`src/rtl/sram_pkg.sv`:
```
// Shared widths, request record and word-address helper for the SRAM
// request master and its response FIFO.
package sram_pkg;

    localparam int ADDR_W        = 32;
    localparam int DATA_W        = 16;
    localparam int RSP_DEPTH_DEF = 4;

    // One request from the compute engine.
    typedef struct packed {
        logic              write;
        logic [ADDR_W-1:0] addr;
        logic [DATA_W-1:0] wdata;
    } req_t;

    // The SRAM is 16 bits wide, so a word covers two byte addresses.
    function automatic logic [ADDR_W-1:0] word_addr(input logic [ADDR_W-1:0] addr);
        return addr >> 1;
    endfunction

endpackage

```
`src/rtl/sram_req_master_if.sv`:
```
// Request/response handshake between the compute engine (master) and the
// SRAM request controller (slave).
interface sram_req_master_if
    import sram_pkg::*;
#(
    parameter int ADDR_WIDTH = ADDR_W,
    parameter int DATA_WIDTH = DATA_W
) ();

    logic                  req_valid;
    logic                  req_ready;
    logic                  req_write;
    logic [ADDR_WIDTH-1:0] req_addr;
    logic [DATA_WIDTH-1:0] req_wdata;

    logic                  rsp_valid;
    logic                  rsp_ready;
    logic [DATA_WIDTH-1:0] rsp_rdata;

    modport master (
        output req_valid, req_write, req_addr, req_wdata, rsp_ready,
        input  req_ready, rsp_valid, rsp_rdata
    );

    modport slave (
        input  req_valid, req_write, req_addr, req_wdata, rsp_ready,
        output req_ready, rsp_valid, rsp_rdata
    );

endinterface

```
`src/rtl/sram_rsp_fifo.sv`:
```
// Small synchronous FIFO holding read data until the consumer takes it.
// Overflow protection lives upstream in the credit check, so a push is
// always accepted; a pop on an empty FIFO is ignored.
module sram_rsp_fifo #(
    parameter int DEPTH      = 4,
    parameter int DATA_WIDTH = 16
) (
    input  logic                     clock,
    input  logic                     reset,
    input  logic                     push,
    input  logic [DATA_WIDTH-1:0]    push_data,
    input  logic                     pop,
    output logic [DATA_WIDTH-1:0]    pop_data,
    output logic [$clog2(DEPTH):0]   count,
    output logic                     empty
);

    localparam int PTR_W = $clog2(DEPTH);
    localparam int CNT_W = PTR_W + 1;

    logic [DATA_WIDTH-1:0] mem [DEPTH];
    logic [PTR_W-1:0]      wr_ptr;
    logic [PTR_W-1:0]      rd_ptr;
    logic                  do_pop;

    assign empty    = (count == '0);
    assign do_pop   = pop && !empty;
    assign pop_data = mem[rd_ptr];

    // Storage is not reset; the count alone decides what is valid.
    always_ff @(posedge clock) begin
        if (push) begin
            mem[wr_ptr] <= push_data;
        end
    end

    // Pointers wrap naturally because DEPTH is a power of two.
    always_ff @(posedge clock) begin
        if (reset) begin
            wr_ptr <= '0;
            rd_ptr <= '0;
            count  <= '0;
        end else begin
            if (push) begin
                wr_ptr <= wr_ptr + PTR_W'(1);
            end
            if (do_pop) begin
                rd_ptr <= rd_ptr + PTR_W'(1);
            end
            case ({push, do_pop})
                2'b10:   count <= count + CNT_W'(1);
                2'b01:   count <= count - CNT_W'(1);
                default: count <= count;
            endcase
        end
    end

    // A push into a full FIFO means the credit accounting is broken.
    no_overflow: assert property (@(posedge clock) disable iff (reset)
        !(push && !do_pop && (count == CNT_W'(DEPTH))));

endmodule

```
`src/rtl/sram_req_master.sv`:
```
// Request-side controller for one dual-port 16-bit SRAM. Accepts single
// read/write requests, registers them onto the SRAM ports, hides the
// SRAM's one-cycle read latency and returns read data in order through a
// credit-protected response FIFO.
module sram_req_master
    import sram_pkg::*;
#(
    parameter int ADDR_WIDTH = ADDR_W,
    parameter int DATA_WIDTH = DATA_W,
    parameter int RSP_DEPTH  = RSP_DEPTH_DEF
) (
    input  logic                  clock,
    input  logic                  reset,
    sram_req_master_if.slave      bus,
    output logic [ADDR_WIDTH-1:0] write_address,
    output logic [DATA_WIDTH-1:0] write_data,
    output logic                  write_enable,
    output logic [ADDR_WIDTH-1:0] read_address,
    input  logic [DATA_WIDTH-1:0] read_data
);

    localparam int CNT_W  = $clog2(RSP_DEPTH) + 1;
    localparam int USED_W = CNT_W + 1;

    req_t              req;
    logic              accept;
    logic              hazard;
    logic              credit_ok;
    logic              ready;
    logic [USED_W-1:0] used;

    // Pipeline valid bits: read in the issue stage, read being sampled by the SRAM.
    logic              iss_rd_v;
    logic              sram_rd_v;

    logic [CNT_W-1:0]  fifo_count;
    logic              fifo_empty;
    logic              fifo_pop;

    assign req = '{write: bus.req_write, addr: bus.req_addr, wdata: bus.req_wdata};

    // Hazard and credit decisions for the request currently presented.
    always_comb begin
        hazard    = 1'b0;
        used      = USED_W'(iss_rd_v) + USED_W'(sram_rd_v) + USED_W'(fifo_count);
        credit_ok = (used < USED_W'(RSP_DEPTH));
        // A write sitting in the issue stage has not reached the array yet.
        if (!req.write && write_enable &&
            (word_addr(req.addr) == word_addr(write_address))) begin
            hazard = 1'b1;
        end
        ready = !hazard && (req.write || credit_ok);
    end

    assign bus.req_ready = ready;
    assign accept        = bus.req_valid && ready;

    // Issue stage: register accepted requests onto the SRAM ports.
    always_ff @(posedge clock) begin
        if (reset) begin
            write_enable  <= 1'b0;
            write_address <= '0;
            write_data    <= '0;
            read_address  <= '0;
            iss_rd_v      <= 1'b0;
        end else begin
            write_enable <= accept && req.write;
            iss_rd_v     <= accept && !req.write;
            if (accept && req.write) begin
                write_address <= req.addr;
                write_data    <= req.wdata;
            end
            // Read address holds between reads so the SRAM never sees X.
            if (accept && !req.write) begin
                read_address <= req.addr;
            end
        end
    end

    // SRAM stage: the read sampled at this edge returns data next cycle.
    always_ff @(posedge clock) begin
        if (reset) begin
            sram_rd_v <= 1'b0;
        end else begin
            sram_rd_v <= iss_rd_v;
        end
    end

    assign fifo_pop      = bus.rsp_valid && bus.rsp_ready;
    assign bus.rsp_valid = !fifo_empty;

    sram_rsp_fifo #(
        .DEPTH      (RSP_DEPTH),
        .DATA_WIDTH (DATA_WIDTH)
    ) u_rsp_fifo (
        .clock     (clock),
        .reset     (reset),
        .push      (sram_rd_v),
        .push_data (read_data),
        .pop       (fifo_pop),
        .pop_data  (bus.rsp_rdata),
        .count     (fifo_count),
        .empty     (fifo_empty)
    );

    // No read may be accepted against a pending write to the same word.
    no_raw_accept: assert property (@(posedge clock) disable iff (reset)
        (accept && !req.write && write_enable) |->
        (word_addr(req.addr) != word_addr(write_address)));

endmodule

```
`src/flat_wrapper.sv`:
```
// flat-port wrapper written by rule: the top's interface ports become plain ports
module sram_req_master_flat import sram_pkg::*;
#(
    parameter int ADDR_WIDTH = ADDR_W,
    parameter int DATA_WIDTH = DATA_W,
    parameter int RSP_DEPTH  = RSP_DEPTH_DEF
)
  (clock, reset, write_address, write_data, write_enable, read_address, read_data, bus_req_valid, bus_req_write, bus_req_addr, bus_req_wdata, bus_rsp_ready, bus_req_ready, bus_rsp_valid, bus_rsp_rdata);
  sram_req_master_if #(.ADDR_WIDTH(ADDR_WIDTH), .DATA_WIDTH(DATA_WIDTH)) bus_i ();
  input  logic clock;
  input  logic reset;
  output logic [ADDR_WIDTH-1:0] write_address;
  output logic [DATA_WIDTH-1:0] write_data;
  output logic write_enable;
  output logic [ADDR_WIDTH-1:0] read_address;
  input  logic [DATA_WIDTH-1:0] read_data;
  input wire logic [$bits(bus_i.req_valid)-1:0] bus_req_valid;
  input wire logic [$bits(bus_i.req_write)-1:0] bus_req_write;
  input wire logic [$bits(bus_i.req_addr)-1:0] bus_req_addr;
  input wire logic [$bits(bus_i.req_wdata)-1:0] bus_req_wdata;
  input wire logic [$bits(bus_i.rsp_ready)-1:0] bus_rsp_ready;
  output wire logic [$bits(bus_i.req_ready)-1:0] bus_req_ready;
  output wire logic [$bits(bus_i.rsp_valid)-1:0] bus_rsp_valid;
  output wire logic [$bits(bus_i.rsp_rdata)-1:0] bus_rsp_rdata;
  assign bus_i.req_valid = bus_req_valid;
  assign bus_i.req_write = bus_req_write;
  assign bus_i.req_addr = bus_req_addr;
  assign bus_i.req_wdata = bus_req_wdata;
  assign bus_i.rsp_ready = bus_rsp_ready;
  assign bus_req_ready = bus_i.req_ready;
  assign bus_rsp_valid = bus_i.rsp_valid;
  assign bus_rsp_rdata = bus_i.rsp_rdata;
  sram_req_master #(.ADDR_WIDTH(ADDR_WIDTH), .DATA_WIDTH(DATA_WIDTH), .RSP_DEPTH(RSP_DEPTH)) u_core (.clock(clock), .reset(reset), .bus(bus_i), .write_address(write_address), .write_data(write_data), .write_enable(write_enable), .read_address(read_address), .read_data(read_data));
endmodule
```
`config.mk`:
```
export PLATFORM = sky130hd
export DESIGN_NAME = sram_req_master_flat
export DESIGN_NICKNAME = d
export VERILOG_FILES = /design/src/rtl/sram_pkg.sv /design/src/rtl/sram_req_master_if.sv /design/src/rtl/sram_rsp_fifo.sv /design/src/rtl/sram_req_master.sv /design/src/flat_wrapper.sv
export SDC_FILE = /design/constraint.sdc
export NUM_CORES = 1
export LEC_CHECK = 0
export ABC_CLOCK_PERIOD_IN_PS = 5820
export BUFFER_PORTS_ARGS = -buffer_cell sky130_fd_sc_hd__buf_2
export CAP_MARGIN = 20
export CELL_PAD_IN_SITES_DETAIL_PLACEMENT = 1
export CELL_PAD_IN_SITES_GLOBAL_PLACEMENT = 2
export CORE_UTILIZATION = 36
export CTS_BUF_LIST = sky130_fd_sc_hd__clkbuf_16
export CTS_CLUSTER_DIAMETER = 100
export DETAILED_ROUTE_END_ITERATION = 8
export PLACE_DENSITY = 0.86
export SLEW_MARGIN = 10
export SYNTH_ARGS = -nofsm -noshare
export SYNTH_HDL_FRONTEND = slang
export SYNTH_HIERARCHICAL = 1
export SYNTH_SLANG_ARGS = --single-unit
```
`constraint.sdc`:
```
create_clock -name clock -period 5.82 [get_ports clock]
set_input_delay 0.582 -clock clock [delete_from_list [all_inputs] [get_ports clock]]
set_output_delay 0.582 -clock clock [all_outputs]
set_load 0.02 [all_outputs]
```
Yosys cells after proc, flatten, opt, wreduce, memory -nomap -nowiden:

Memories as Yosys holds them, arrays and structs flattened. A register that Yosys moved wholly into a read port is not among the register bits.
Index checks and enable logic that the tools add are counted.
W data, S select, Z words.

* add/subtract/negate cells: 6
* $lt $le $gt $ge: 1
* equal/unequal tests: 3
* muxes and demuxes: 6
* reductions and logical operators: 14

Operators with widths (count)
* $eq A31 B31 Y1: 1
* $logic_and A1 B1 Y1: 8
* $pmux W3 S2: 1
* $add A2 B1 Y2 const B: 2
* $add A4 B3 Y4: 1
* $lt A4 B3 Y1 const B: 1
* $mux W2: 2
* $add A3 B1 Y3 const B: 1
* $logic_not A1 Y1: 3
* $logic_not A3 Y1: 1
* $mux W1: 3
* $sub A3 B1 Y3 const B: 1
* $add A1 B1 Y2: 1
* $eq A2 B1 Y1 const B: 1
* $eq A2 B2 Y1 const B: 1
* $reduce_bool A2 Y1: 1
* $logic_or A1 B1 Y1: 1

* flip-flop bits (word level): 90
* bits in writable memories: 64
* input port bits: 69
* output and inout bits: 99
* logic and storage cells: 40
* memories kept: 1

Memory list
* u_core.u_rsp_fifo.mem: words 4, width 16, rd ports 1, clocked after memory_dff 1, write ports 1, line sram_rsp_fifo.sv:21 `logic [DATA_WIDTH-1:0] mem [DEPTH];`

Logic depth before layout (Yosys ltp):

Gate-level depths: netlist of the first run.

* depth after elaboration: 8
* depth in mapped cells: 10
* depth with buffers taken out: 10

Modules after synthesis:

Netlist of the first run, hierarchy kept.

By module, submodules not included
* sram_req_master: instances 1, cells each 405, area an instance 3557.2 sq um, seq. area each 1661.6 sq um
* sram_rsp_fifo: instances 1, cells each 133, area an instance 2788.9 sq um, seq. area each 2102.0 sq um

Least setup slack after synthesis of the first run:

No wires, ideal clock.

* path kind: input port to flip-flop
* start point: input port bus_rsp_ready
* end point: register u_core.u_rsp_fifo.count[2]
* setup time: 0.070 ns
* data arrival time: 2.022 ns
* data required time: 5.750 ns
* slack: 3.728 ns
* stages: 9
* path buffers: 0
* path through: nor2b_1 > o31ai_1 > inv_1 > ha_1 > inv_1 > fa_1 > xor2_1 > or3_1 > a21oi_1

* longest elaborated chain between the ends: 4
* elaborated cells on any way between the ends: 6
* those cells by class: 2 x eq/ne; 1 x mux; 3 x reduce/logical

RTL lines
* start, declared: line flat_wrapper.sv:21 `input wire logic [$bits(bus_i.rsp_ready)-1:0] bus_rsp_ready;`
* $logic_and A1 B1 Y1 (*): line sram_req_master.sv:89 `assign fifo_pop = bus.rsp_valid && bus.rsp_ready;`
* $logic_and A1 B1 Y1 (*): line sram_rsp_fifo.sv:27 `assign do_pop = pop && !empty;`
* named net u_core.u_rsp_fifo.do_pop: line sram_rsp_fifo.sv:24 `logic do_pop;`
* $eq A2 B1 Y1 / $eq A2 B2 Y1 (equally long branches): line sram_rsp_fifo.sv:50 `case ({push, do_pop})`
* $pmux W3 S2 / $reduce_bool A2 Y1 (equally long branches)
* end signal, assigned: line sram_rsp_fifo.sv:51 `2'b10: count <= count + CNT_W'(1);`
* end signal, assigned: line sram_rsp_fifo.sv:52 `2'b01: count <= count - CNT_W'(1);`
* end signal, assigned: line sram_rsp_fifo.sv:53 `default: count <= count;`
* end, declared: line sram_rsp_fifo.sv:14 `output logic [$clog2(DEPTH):0] count,`

Mark *: on every way through the listed nets, which the timed path passes. The rest lies on a longest branch.
A chain may end at the register's enable or synchronous reset.

Worst setup path after layout of the first run:

* start point: register u_core.write_address[3]
* end point: output port bus_req_ready

* longest elaborated chain between the ends: 5

RTL lines
* start, declared: line sram_req_master.sv:15 `output logic [ADDR_WIDTH-1:0] write_address,`
* start signal, assigned: line sram_req_master.sv:70 `write_address <= req.addr;`
* $eq A31 B31 Y1: line sram_req_master.sv:49 `(word_addr(req.addr) == word_addr(write_address))) begin`
* $logic_and A1 B1 Y1: line sram_req_master.sv:48 `if (!req.write && write_enable &&`
* $mux W1: line sram_req_master.sv:48
* $logic_not A1 Y1: line sram_req_master.sv:52 `ready = !hazard && (req.write || credit_ok);`
* $logic_and A1 B1 Y1: line sram_req_master.sv:52
* end, declared: line flat_wrapper.sv:22 `output wire logic [$bits(bus_i.req_ready)-1:0] bus_req_ready;`

Every way passes these cells.

==> metrics.cfg, run 1 <==
[place]
place_hpwl_um = 11600
place_congestion = 0.761
pre_cts_ws_ps = 3050
placed_cells = 902
numPortBuffers = 167

[yosys]
synth_warnings = 6
synthSimpleGateAreaFrac_pct = 15.5
synth-edff-count = 64
yosysUniqueCellTypes = 33
ys_ff_latch = 156
synth-compound-area-share_pct = 4.63
synth_top_family_by_area = simple AND/OR/NAND/NOR gates
synth_fp_nets = 614
synth_flop_cell = dfxtp_1
ys_seq_area_share_pct = 59.3
syn_inst = 538
syn_area_um2 = 6350
synthXorXnorAreaFrac_pct = 4.83
postSynth.asyncResetShare_pct = 0
syn_avg_cell_area_um2 = 11.8
synth.area.mux_share_pct = 11.2
post_synth_fa_ha_maj_area_fraction_pct = 1.50

[timing]
layout_min_cycle_time_ps = 2780
finalMaxSlewViolations = 0
hold_viol_final = 0
worst_slack_ps = 3040
max_slew.worst_pin.slew_ps = 1030
setup_viol = 0
rsz0062_at_grt = false
max_freq_mhz = 360
finalSetupTns_ps = 0
finalCritPeriodShare_pct = 47.7
max-slew-margin-rel_pct = 30.9
fin_skew_ps = 9.33

[power]
clkPwrFrac_pct = 42.9
p_per_area_nw_per_um2 = 311
combinationalPowerShare_pct = 8.8
p_leak_nw = 3.13
total_power_mw = 2.46
seq_power_share_pct = 48.3
p_int_mw = 1.85
p_sw_share_pct = 25.0
p_switching_mw = 0.614
vdd_drop_max_mv = 0.202

[routing]
drt_iter0_drc = 138
wire_per_inst_um = 17.3
ant_nets = 0
dr_total_vias = 4533
routed_wl_um = 16200
vias_per_cell = 4.85
first_pass_iters = 4
drc = 0

[job]
maxCapViolCount = 0

[grt]
grt_pass1_vias = 4706
antenna_found_initial = 0
groute.usage.overall_pct = 18.4
grt_pass1_wl_um = 25100
grt_overflow_total = 0
grt_max_degree = 73

[cts]
cts_tree = built
path_clk_slew_ps = 60
cts_inserted_buffers = 17
cts-hold-fix-buffers = 0
cts_max_level = 4
root_buffer = clkbuf_16
clk_latency_ps = 420
cts_resized = 0
cts_sinks = 156
clk_path_buf_depth = 2
post-cts-setup-buffers = 0

[setup_path]
worstPathArrival_ps = 2190
critical_path.max_fanout = 3
regToRegStartpoint = u_core/u_rsp_fifo/count[0]
cpMaxStageDelayCell = nor4_4
critPathLaunchType = register
worstPathCellList = xnor2_1 > nand4_1 > nor4_4 > and2_2 > nor2_1 > buf_2
startpoint = u_core/write_address[3]
crit_path_end_kind = output pin
max_stage_delay_ps = 440
criticalPathCategory = register to output pin
required_ps = 5240

[worst_hold_path]
min_from = read_data[8]
hp-class = input pin to register

[die]
start_util_pct = 36.8
io_pins = 168
core_um2 = 17200
die_area_um2 = 18200
die_h_um = 135
die_x_um = 135
rows = 48

[layout]
num_antenna_cells = 0
syn2layout_area_growth_pct = 24.6
seq_area_um2 = 3760
layout.nets = 773
drive_gt1_share_pct = 30.6
multi_input_area_um2 = 2400
fill_cells = 1888
instances_no_fill = 935

[run_status]
status = completed

[kinds of logic (layout without fill, tap and decap cells)]
kind of cell / count (synthesis) / count (layout)
and+or+nand+nor: 196 / 196
xor gates and xnor gates: 35 / 35
DFF: 156 / 156
buffers and inverters: 38 / 210
muxes: 49 / 49
AOI/OAI and AO/OA: 57 / 57
adders and majority gates: 7 / 7
[final cells by class]
class                           count  area share (%)
Multi-Input combinational cell    344            30.4
Tap cell                          225            3.56
Timing Repair Buffer              170            11.0
Sequential cell                   156            47.6
Inverter                            8           0.380
Clock inverter                     15            1.76
Clock buffer                       17            5.38
[final timing paths]
path	end	slack, ps	depth (start not counted)
worst min-delay path	u_core/u_rsp_fifo/mem[2][8]	380	1
worst max-delay path	bus_req_ready	3040	6
worst min register to register	u_core/write_data[15]	460	2
worst max register to register	u_core/read_address[14]	3190	7
[per-layer routing]
| layer | share of wire, % | track usage (%) | wire (um) |
|---|---|---|---|
| met5 | 0 | 0 | 0 |
| met2 | 49 | 30.9 | 8000 |
| met1 | 43 | 21.6 | 6910 |
| met3 | 7.0 | 7.32 | 1140 |
| met4 | 1.0 | 5.49 | 170 |
[through the flow]
step / utilization (%) / instance area (um2) / hold slack, ps
4_1_cts: 45.8 / 7890 / 361
2_1_floorplan: - / 6350 / 445
3_5_place_dp: 42.5 / 7330 / 448
5_1_grt: 45.9 / 7910 / 363
3_3_place_gp: 42.5 / 7330 / 443
6_report: 45.9 / 7910 / 384
[sequential cells by signal, indices dropped and copies added, names as in the netlist, named ones only]
name                      count
u_core/iss_rd_v               1
u_core/read_address          32
u_core/sram_rd_v              1
u_core/u_rsp_fifo/count       3
u_core/u_rsp_fifo/mem        64
u_core/u_rsp_fifo/rd_ptr      2
u_core/u_rsp_fifo/wr_ptr      2
u_core/write_address         32
u_core/write_data            16
u_core/write_enable           1
[synth_stat cells, types with 3 or more instances]
cell / count / share of area, %
nand2b_1: 62 / 6.1
buf_6: 4 / 0.71
xnor2_1: 32 / 4.4
nor3_1: 3 / 0.24
clkbuf_1: 19 / 1.1
and2_1: 5 / 0.49
nor2b_1: 3 / 0.30
edfxtp_1: 64 / 30
a21oi_1: 52 / 4.1
buf_1: 3 / 0.18
nand2_1: 98 / 5.8
inv_1: 8 / 0.47
mux4_1: 6 / 2.5
ha_1: 6 / 1.2
buf_2: 3 / 0.24
dfxtp_1: 92 / 29
nor2_1: 9 / 0.53
mux2i_1: 33 / 5.2
nand4_1: 8 / 0.79
mux4_2: 10 / 3.5
xor2_1: 3 / 0.41
[cells in the final DEF, fill, tap and decap left out, types with 6 or more instances in the layout]
cell         n
xnor2_1     32
clkbuf_16   17
inv_1        9
mux4_2      10
a21oi_1     52
nand2b_1    62
edfxtp_1    64
nand2_1     97
mux2i_1     33
mux4_1       6
nor2_1       9
dfxtp_1     92
buf_2      167
nand4_1      8
ha_1         6
[worst max-delay path: cells and delay by family, from the launching register on]
kind                   cells  cell delay [ps]
AND/OR/NAND/NOR            4              940
XOR/XNOR                   1              330
flip-flops                 1              330
buffers and inverters      1              160
[power by group through the flow]
stage          sequential, mW  combinational (mW)  clock [mW]
6_report                 1.19               0.218        1.06
5_1_grt                  1.19               0.236        1.13
4_1_cts                  1.19               0.221        1.09
3_5_place_dp             1.21               0.219           0
3_3_place_gp             1.21               0.212           0
2_1_floorplan            1.24              0.0942           0
No activity file was read; power rests on OpenSTA's default activity.
==> run 2, diff against run 1 <==
Settings changed: ABC_AREA set to 1, ABC_CLOCK_PERIOD_IN_PS 5820 to 2400, CORE_UTILIZATION 36 to 27, PLACE_DENSITY 0.86 to 0.78.
Clock period 5.82 ns to 2.4 ns, I/O delays scaled along.
==> run 2 against run 1 <==
Against the previous run:
- core utilization shrank 11 points
- final area grew 8.9%
- sequential power grew 150%
- sequential share of layout area shrank 3.9 points
- total power grew to 2.6 times the previous value
- wire length grew 12%
- critical path type unchanged
- largest power group unchanged
==> metrics.cfg, run 2 <==
[run_status]
status = completed

[place]
placed_cells = 1347  ; +49%
place_congestion = 0.696  ; -8.6%
numPortBuffers = 167  ; unchanged
place_hpwl_um = 12700  ; +9.8%
placed_area_um2 = 7980  ; +8.9%

[timing]
max_freq_mhz = 470
hold_viol_final = 0  ; unchanged
rsz0062_at_grt = false
layout_min_cycle_time_ps = 2130
max_slew.worst_pin.slew_ps = 723  ; -310 ps
finalCritPeriodShare_pct = 88.7
setup_viol = 0  ; unchanged
finalSetupTns_ps = 0  ; unchanged
finalMaxSlewViolations = 0  ; unchanged
fin_skew_ps = 16.6  ; +7.23 ps
whs_ps = 20.5  ; -364 ps
max-slew-margin-rel_pct = 51.8  ; +21 points

[grt]
grt_pass1_vias = 5636  ; +20%
grt_max_degree = 56  ; -23%
groute.usage.overall_pct = 14.4  ; -4.0 points
grt_overflow_total = 0  ; unchanged
grt_pass1_wl_um = 29000  ; +16%
antenna_found_initial = 5  ; +5

[layout]
instances_no_fill = 1382  ; +48%
largest_reg_flops = 64  ; unchanged
utilization_pct = 35.2  ; -11 points
syn2layout_area_growth_pct = 27.0
final_common_cell = nand2_1
final_cell_mix = nand2_1, nor2_1, buf_2, inv_1, dfxtp_1
layout.nets = 1118  ; +45%
drive_gt1_share_pct = 21.1  ; -9.4 points
design_area_um2 = 8610  ; +8.9%
top_regs = u_core/u_rsp_fifo/mem (64), u_core/read_address (32), u_core/write_address (32)
largest_register = u_core/u_rsp_fifo/mem

[routing]
drt_iter0_drc = 205  ; +49%
routed_wl_um = 18200  ; +12%
drc = 0  ; unchanged
dr_total_vias = 5716  ; +26%
ant_nets = 0  ; unchanged
wire_per_inst_um = 13.1  ; -24%
first_pass_iters = 4  ; unchanged
vias_per_cell = 4.14  ; -15%

[setup_path]
r2r-end = u_core/u_rsp_fifo/count[2]
required_ps = 2160  ; -3080 ps
regToRegStartpoint = u_core/u_rsp_fifo/count[2]
criticalPathCategory = register to output pin
crit_path_end_kind = output pin
r2r_slack_ps = 300  ; -2890 ps
worstPathArrival_ps = 1890  ; -300 ps
r2r_cells = 14  ; +7
critical_path.max_fanout = 3  ; unchanged
critPathLaunchType = register

[cts]
clk_latency_ps = 430  ; about the same
root_buffer = clkbuf_16
cts_tree = built
cts_sinks = 156  ; unchanged
cts_max_level = 4  ; unchanged
cts_inserted_buffers = 17  ; unchanged
clk_path_buf_depth = 2  ; unchanged
cts-hold-fix-buffers = 0  ; unchanged
path_clk_slew_ps = 70  ; about the same

[yosys]
synth_common_cells = nand2_1, nor2_1, inv_1, dfxtp_1, edfxtp_1
yosysUniqueCellTypes = 23  ; -30%
synth-edff-count = 64  ; unchanged
yosysMostFrequentCell = nand2_1
synth_area_leader_cell = edfxtp_1
syn_inst = 878  ; +63%
syn_avg_cell_area_um2 = 7.72  ; -35%
ys_ff_latch = 156  ; unchanged
synth_flop_cell = dfxtp_1
synthTopCellsByArea = edfxtp_1, dfxtp_1, nand2_1
ys_seq_area_share_pct = 55.5  ; -3.8 points
synth_warnings = 6  ; unchanged
postSynth.asyncResetShare_pct = 0  ; unchanged
synth_fp_nets = 954  ; +55%
synth_top_area_share_pct = 28.3  ; -1.9 points
syn_area_um2 = 6780  ; +6.8%

[worst_hold_path]
min_from = read_data[9]
hold_path_end = u_core/u_rsp_fifo/mem[3][9]
worstHoldPathCells = 1  ; unchanged
hp-class = input pin to register

[die]
die_area_um2 = 25700  ; +42%
io_pins = 168  ; unchanged
die_x_um = 160  ; +19%
rows = 57  ; +19%
core_um2 = 24500  ; +42%
die_h_um = 160  ; +19%
start_util_pct = 27.7  ; -9.1 points

[job]
maxCapViolCount = 0  ; unchanged

[power]
p_per_area_nw_per_um2 = 742  ; +140%
vdd_drop_max_mv = 0.375  ; +86%
p_leak_nw = 4.33  ; +38%

-- run 2: cell types whose count changed after synthesis, sizes merged, moves of 23 or more --
cell	change
a21oi	-46
inv	+127
mux2i	-33
nand2	+152
nand2b	-62
nor2	+205
o21ai	+35
xnor2	-23
-- run 2: report_power, final --
group          switching [mW]  leakage [nW]  internal [mW]  total [mW]
combinational           0.477          2.70          0.254       0.731
sequential             0.0600          1.33           2.86        2.92
clock                    1.32         0.294           1.42        2.74
total                    1.86          4.33           4.53        6.38
-- run 2: worst max-delay path by stage --
stage          cells past startpoint                         end                        from
4_1_cts                            6               bus_req_ready             u_core/iss_rd_v
3_3_place_gp                      15  u_core/u_rsp_fifo/count[2]  u_core/u_rsp_fifo/count[0]
6_report                           6               bus_req_ready             u_core/iss_rd_v
2_1_floorplan                     15  u_core/u_rsp_fifo/count[2]  u_core/u_rsp_fifo/count[0]
3_5_place_dp                      15  u_core/u_rsp_fifo/count[2]  u_core/u_rsp_fifo/count[1]
5_1_grt                            6               bus_req_ready             u_core/iss_rd_v
-- run 2: per-stage QoR --
| stage | setup WS [ps] | power (mW) |
|---|---|---|
| after floorplan | 535 | 3.43 |
| after global placement | 385 | 3.71 |
| after detailed placement | 330 | 3.73 |
| after CTS | 57.6 | 6.51 |
| after global routing | 60.2 | 6.71 |
| final | 271 | 6.38 |
-- run 2: timing repair --
| action | 4_1_cts | 5_1_grt |
|---|---|---|
| endpoints found under the setup margin | 0 | 3 |
| resized for setup | 0 | 2 |
| buffers inserted | 0 | 0 |
-- run 2: area by class of cell --
class                           count  area, um2
Multi-Input combinational cell    550       2310
Inverter                          139        522
Clock buffer                       17        425
Timing Repair Buffer              178        981
Fill cell                        3020      15900
Sequential cell                   156       3760
Clock inverter                     15        188
Tap cell                          324        405
Antenna cell                        3       7.51
-- run 2: layer usage --
| metal | share of wire (%) | global-route usage [%] | wire length, um |
|---|---|---|---|
| met1 | 45 | 17.8 | 8240 |
| met2 | 47 | 23.7 | 8510 |
| met3 | 6.7 | 4.96 | 1210 |
| met4 | 0.96 | 4.42 | 175 |
| met5 | 0.11 | 0 | 20 |
-- run 2: cell families after synthesis --
logic type	count (synthesis)	synth area share (%)
xor gates and xnor gates	9	1.16
and+or+nand+nor	473	26.5
DFF	156	55.5
AOI/OAI and AO/OA	61	4.84
adders and majority gates	7	1.40
buffers and inverters	172	10.5
-- run 2: critical path, stage by stage (launching register included) --
cell and delay, ps:
dfxtp_1 320, ha_1 290, a21oi_1 120, nor2_1 70
o21ai_2 240, a21boi_0 220, buf_2 210
==> run 3, diff against run 2 <==
Settings changed: SYNTH_HIERARCHICAL 1 to unset.
==> run 3 against run 2 <==
Against the previous run:
- setup slack lost 160 ps
- synthesized cell count shrank 0.57%
- combinational power grew 19%
- count of clock-buffer cells in the layout is the same
- highest routed layer unchanged
- sequential share of layout area shrank 0.051 points
- via count grew 0.23%
- clock power grew 6%
==> metrics.cfg, run 3 <==
[grt]
grt_pass1_wl_um = 29400  ; +1.4%
groute.usage.overall_pct = 14.6  ; +0.11 points
grt_overflow_total = 0  ; unchanged
grt_max_degree = 61  ; +8.9%
grt_pass1_vias = 5704  ; +1.2%
antenna_found_initial = 4  ; -1

[setup_path]
critical_path.max_fanout = 6  ; +3
criticalPathCategory = register to output pin
crit_path_end_kind = output pin
worstPathArrival_ps = 2040  ; +150 ps
regToRegStartpoint = u_core.sram_rd_v
critPathLaunchType = register
startpoint = u_core.sram_rd_v
required_ps = 2160  ; about the same

[cts]
root_buffer = clkbuf_16
cts-hold-fix-buffers = 0  ; unchanged
cts_inserted_buffers = 17  ; unchanged
cts_tree = built
post-cts-setup-buffers = 0  ; unchanged
cts_sinks = 156  ; unchanged
clk_latency_ps = 420  ; about the same
path_clk_slew_ps = 70  ; about the same
cts_max_level = 4  ; unchanged
clk_path_buf_depth = 2  ; unchanged

[timing]
layout_min_cycle_time_ps = 2280  ; +155 ps
whs_ps = 31.8  ; +11.3 ps
rsz0062_at_grt = false
setup_viol = 0  ; unchanged
finalCritPeriodShare_pct = 95.2  ; +6.5 points
max_freq_mhz = 438  ; -6.8%
finalMaxSlewViolations = 0  ; unchanged
fin_skew_ps = 12.7  ; -3.82 ps
max_slew.worst_pin.slew_ps = 723  ; +0.277 ps
finalSetupTns_ps = 0  ; unchanged
max-slew-margin-rel_pct = 51.8  ; about the same
hold_viol_final = 0  ; unchanged

[worst_hold_path]
hp-class = input pin to register
min_from = read_data[7]

[yosys]
yosysUniqueCellTypes = 25  ; +8.7%
synth_warnings = 0  ; -6
synth_top_area_share_pct = 28.5  ; +0.16 points
postSynth.asyncResetShare_pct = 0  ; unchanged
synth-edff-count = 64  ; unchanged
syn_avg_cell_area_um2 = 7.72  ; about the same
synth_fp_nets = 950  ; -0.42%
synth_flop_cell = dfxtp_1
syn_area_um2 = 6740  ; -0.57%
syn_inst = 873  ; -0.57%
synth_common_cells = nand2_1, nor2_1, inv_1, dfxtp_1, edfxtp_1
synth_area_leader_cell = edfxtp_1
yosysMostFrequentCell = nand2_1
ys_ff_latch = 156  ; unchanged
ys_seq_area_share_pct = 55.8  ; +0.32 points
synthTopCellsByArea = edfxtp_1, dfxtp_1, nand2_1

[layout]
fill_cells = 3046  ; +0.86%
layout.nets = 1115  ; -0.27%
largest_reg_flops = 64  ; unchanged
design_area_um2 = 8620  ; +0.12%
largest_register = u_core.u_rsp_fifo.mem
seq_area_um2 = 3760  ; unchanged
multi_input_area_um2 = 2330  ; +0.65%
instances_no_fill = 1378  ; -0.29%
final_cell_mix = nand2_1, nor2_1, buf_2, inv_1, dfxtp_1
syn2layout_area_growth_pct = 27.8
final_common_cell = nand2_1
top_regs = u_core.u_rsp_fifo.mem (64), u_core.read_address (32), u_core.write_address (32)
drive_gt1_share_pct = 20.9  ; -0.20 points

[power]
p_leak_nw = 4.33  ; +0.14%
total_power_mw = 6.70  ; +5.0%
p_per_area_nw_per_um2 = 778  ; +4.8%
vdd_drop_max_mv = 0.409  ; +8.9%

[die]
start_util_pct = 27.6  ; -0.078 points
rows = 57  ; unchanged
io_pins = 168  ; unchanged
core_um2 = 24400  ; -0.29%
die_area_um2 = 25600  ; -0.57%
die_h_um = 160  ; -0.28%
die_x_um = 160  ; -0.28%

[routing]
ant_nets = 0  ; unchanged
drt_iter0_drc = 213  ; +3.9%
vias_per_cell = 4.16  ; +0.52%
routed_wl_um = 18100  ; -0.25%
first_pass_iters = 4  ; unchanged
drc = 0  ; unchanged
dr_total_vias = 5729  ; +0.23%
wire_per_inst_um = 13.1  ; about the same

[run_status]
status = completed

[place]
numPortBuffers = 167  ; unchanged
place_congestion = 0.713  ; +2.5%
place_hpwl_um = 12900  ; +1.4%
placed_cells = 1343  ; -0.30%
placed_area_um2 = 7970  ; -0.20%

[job]
maxCapViolCount = 0  ; unchanged

-- run 3: final cells by class --
class	instances	area share, %
Multi-Input combinational cell	550	27.0
Tap cell	324	4.70
Inverter	133	5.79
Antenna cell	3	0.0871
Timing Repair Buffer	180	11.4
Clock buffer	17	4.94
Clock inverter	15	2.32
Sequential cell	156	43.7
-- run 3: cell families after synthesis --
group	share of synthesized area, %
compound gates	5.36
simple gates	26.3
flops	55.8
fa+ha+maj	1.60
xor+xnor	0.910
buf+inv	9.97
-- run 3: metrics by stage --
| stage | util (%) | setup WS (ps) |
|---|---|---|
| floorplan | - | 425 |
| global placement | 32.7 | 204 |
| detailed placement | 32.7 | 146 |
| CTS | 35.3 | 35.1 |
| global route | 35.3 | 32.4 |
| finish | 35.3 | 116 |
-- run 3: worst paths after layout --
kind | cells past startpoint | end | slack (ps)
max reg2reg | 9 | u_core.write_address[15] | 300
min | 1 | u_core.u_rsp_fifo.mem[1][7] | 30
max | 6 | bus_req_ready | 120
min reg2reg | 2 | u_core.sram_rd_v | 430
-- run 3: repair_timing --
item | 4_1_cts | 5_1_grt
setup endpoints to repair | 1 | 1
gates resized for setup | 4 | 2
gates cloned | 0 | 0
-- run 3: report_power, final --
group	internal (mW)	switching [mW]	leakage [nW]	total (mW)
Combinational	0.292	0.575	2.69	0.867
Sequential	2.87	0.0621	1.34	2.93
Clock	1.68	1.23	0.306	2.91
Total	4.84	1.86	4.33	6.70
-- run 3: routing by layer --
layer	routed length (um)	part of all wire, %	track usage (%)
met5	28	0.15	0
met4	152	0.84	3.77
met3	1550	8.6	6.08
met1	8200	45	17.9
met2	8170	45	23.4
-- run 3: critical path, cell delays in order, from the launching register on --
cell and delay [ps]:
dfxtp_2 350, ha_1 200, ha_1 270, a31o_1 240
o21ai_4 180, a21boi_2 210, buf_4 180
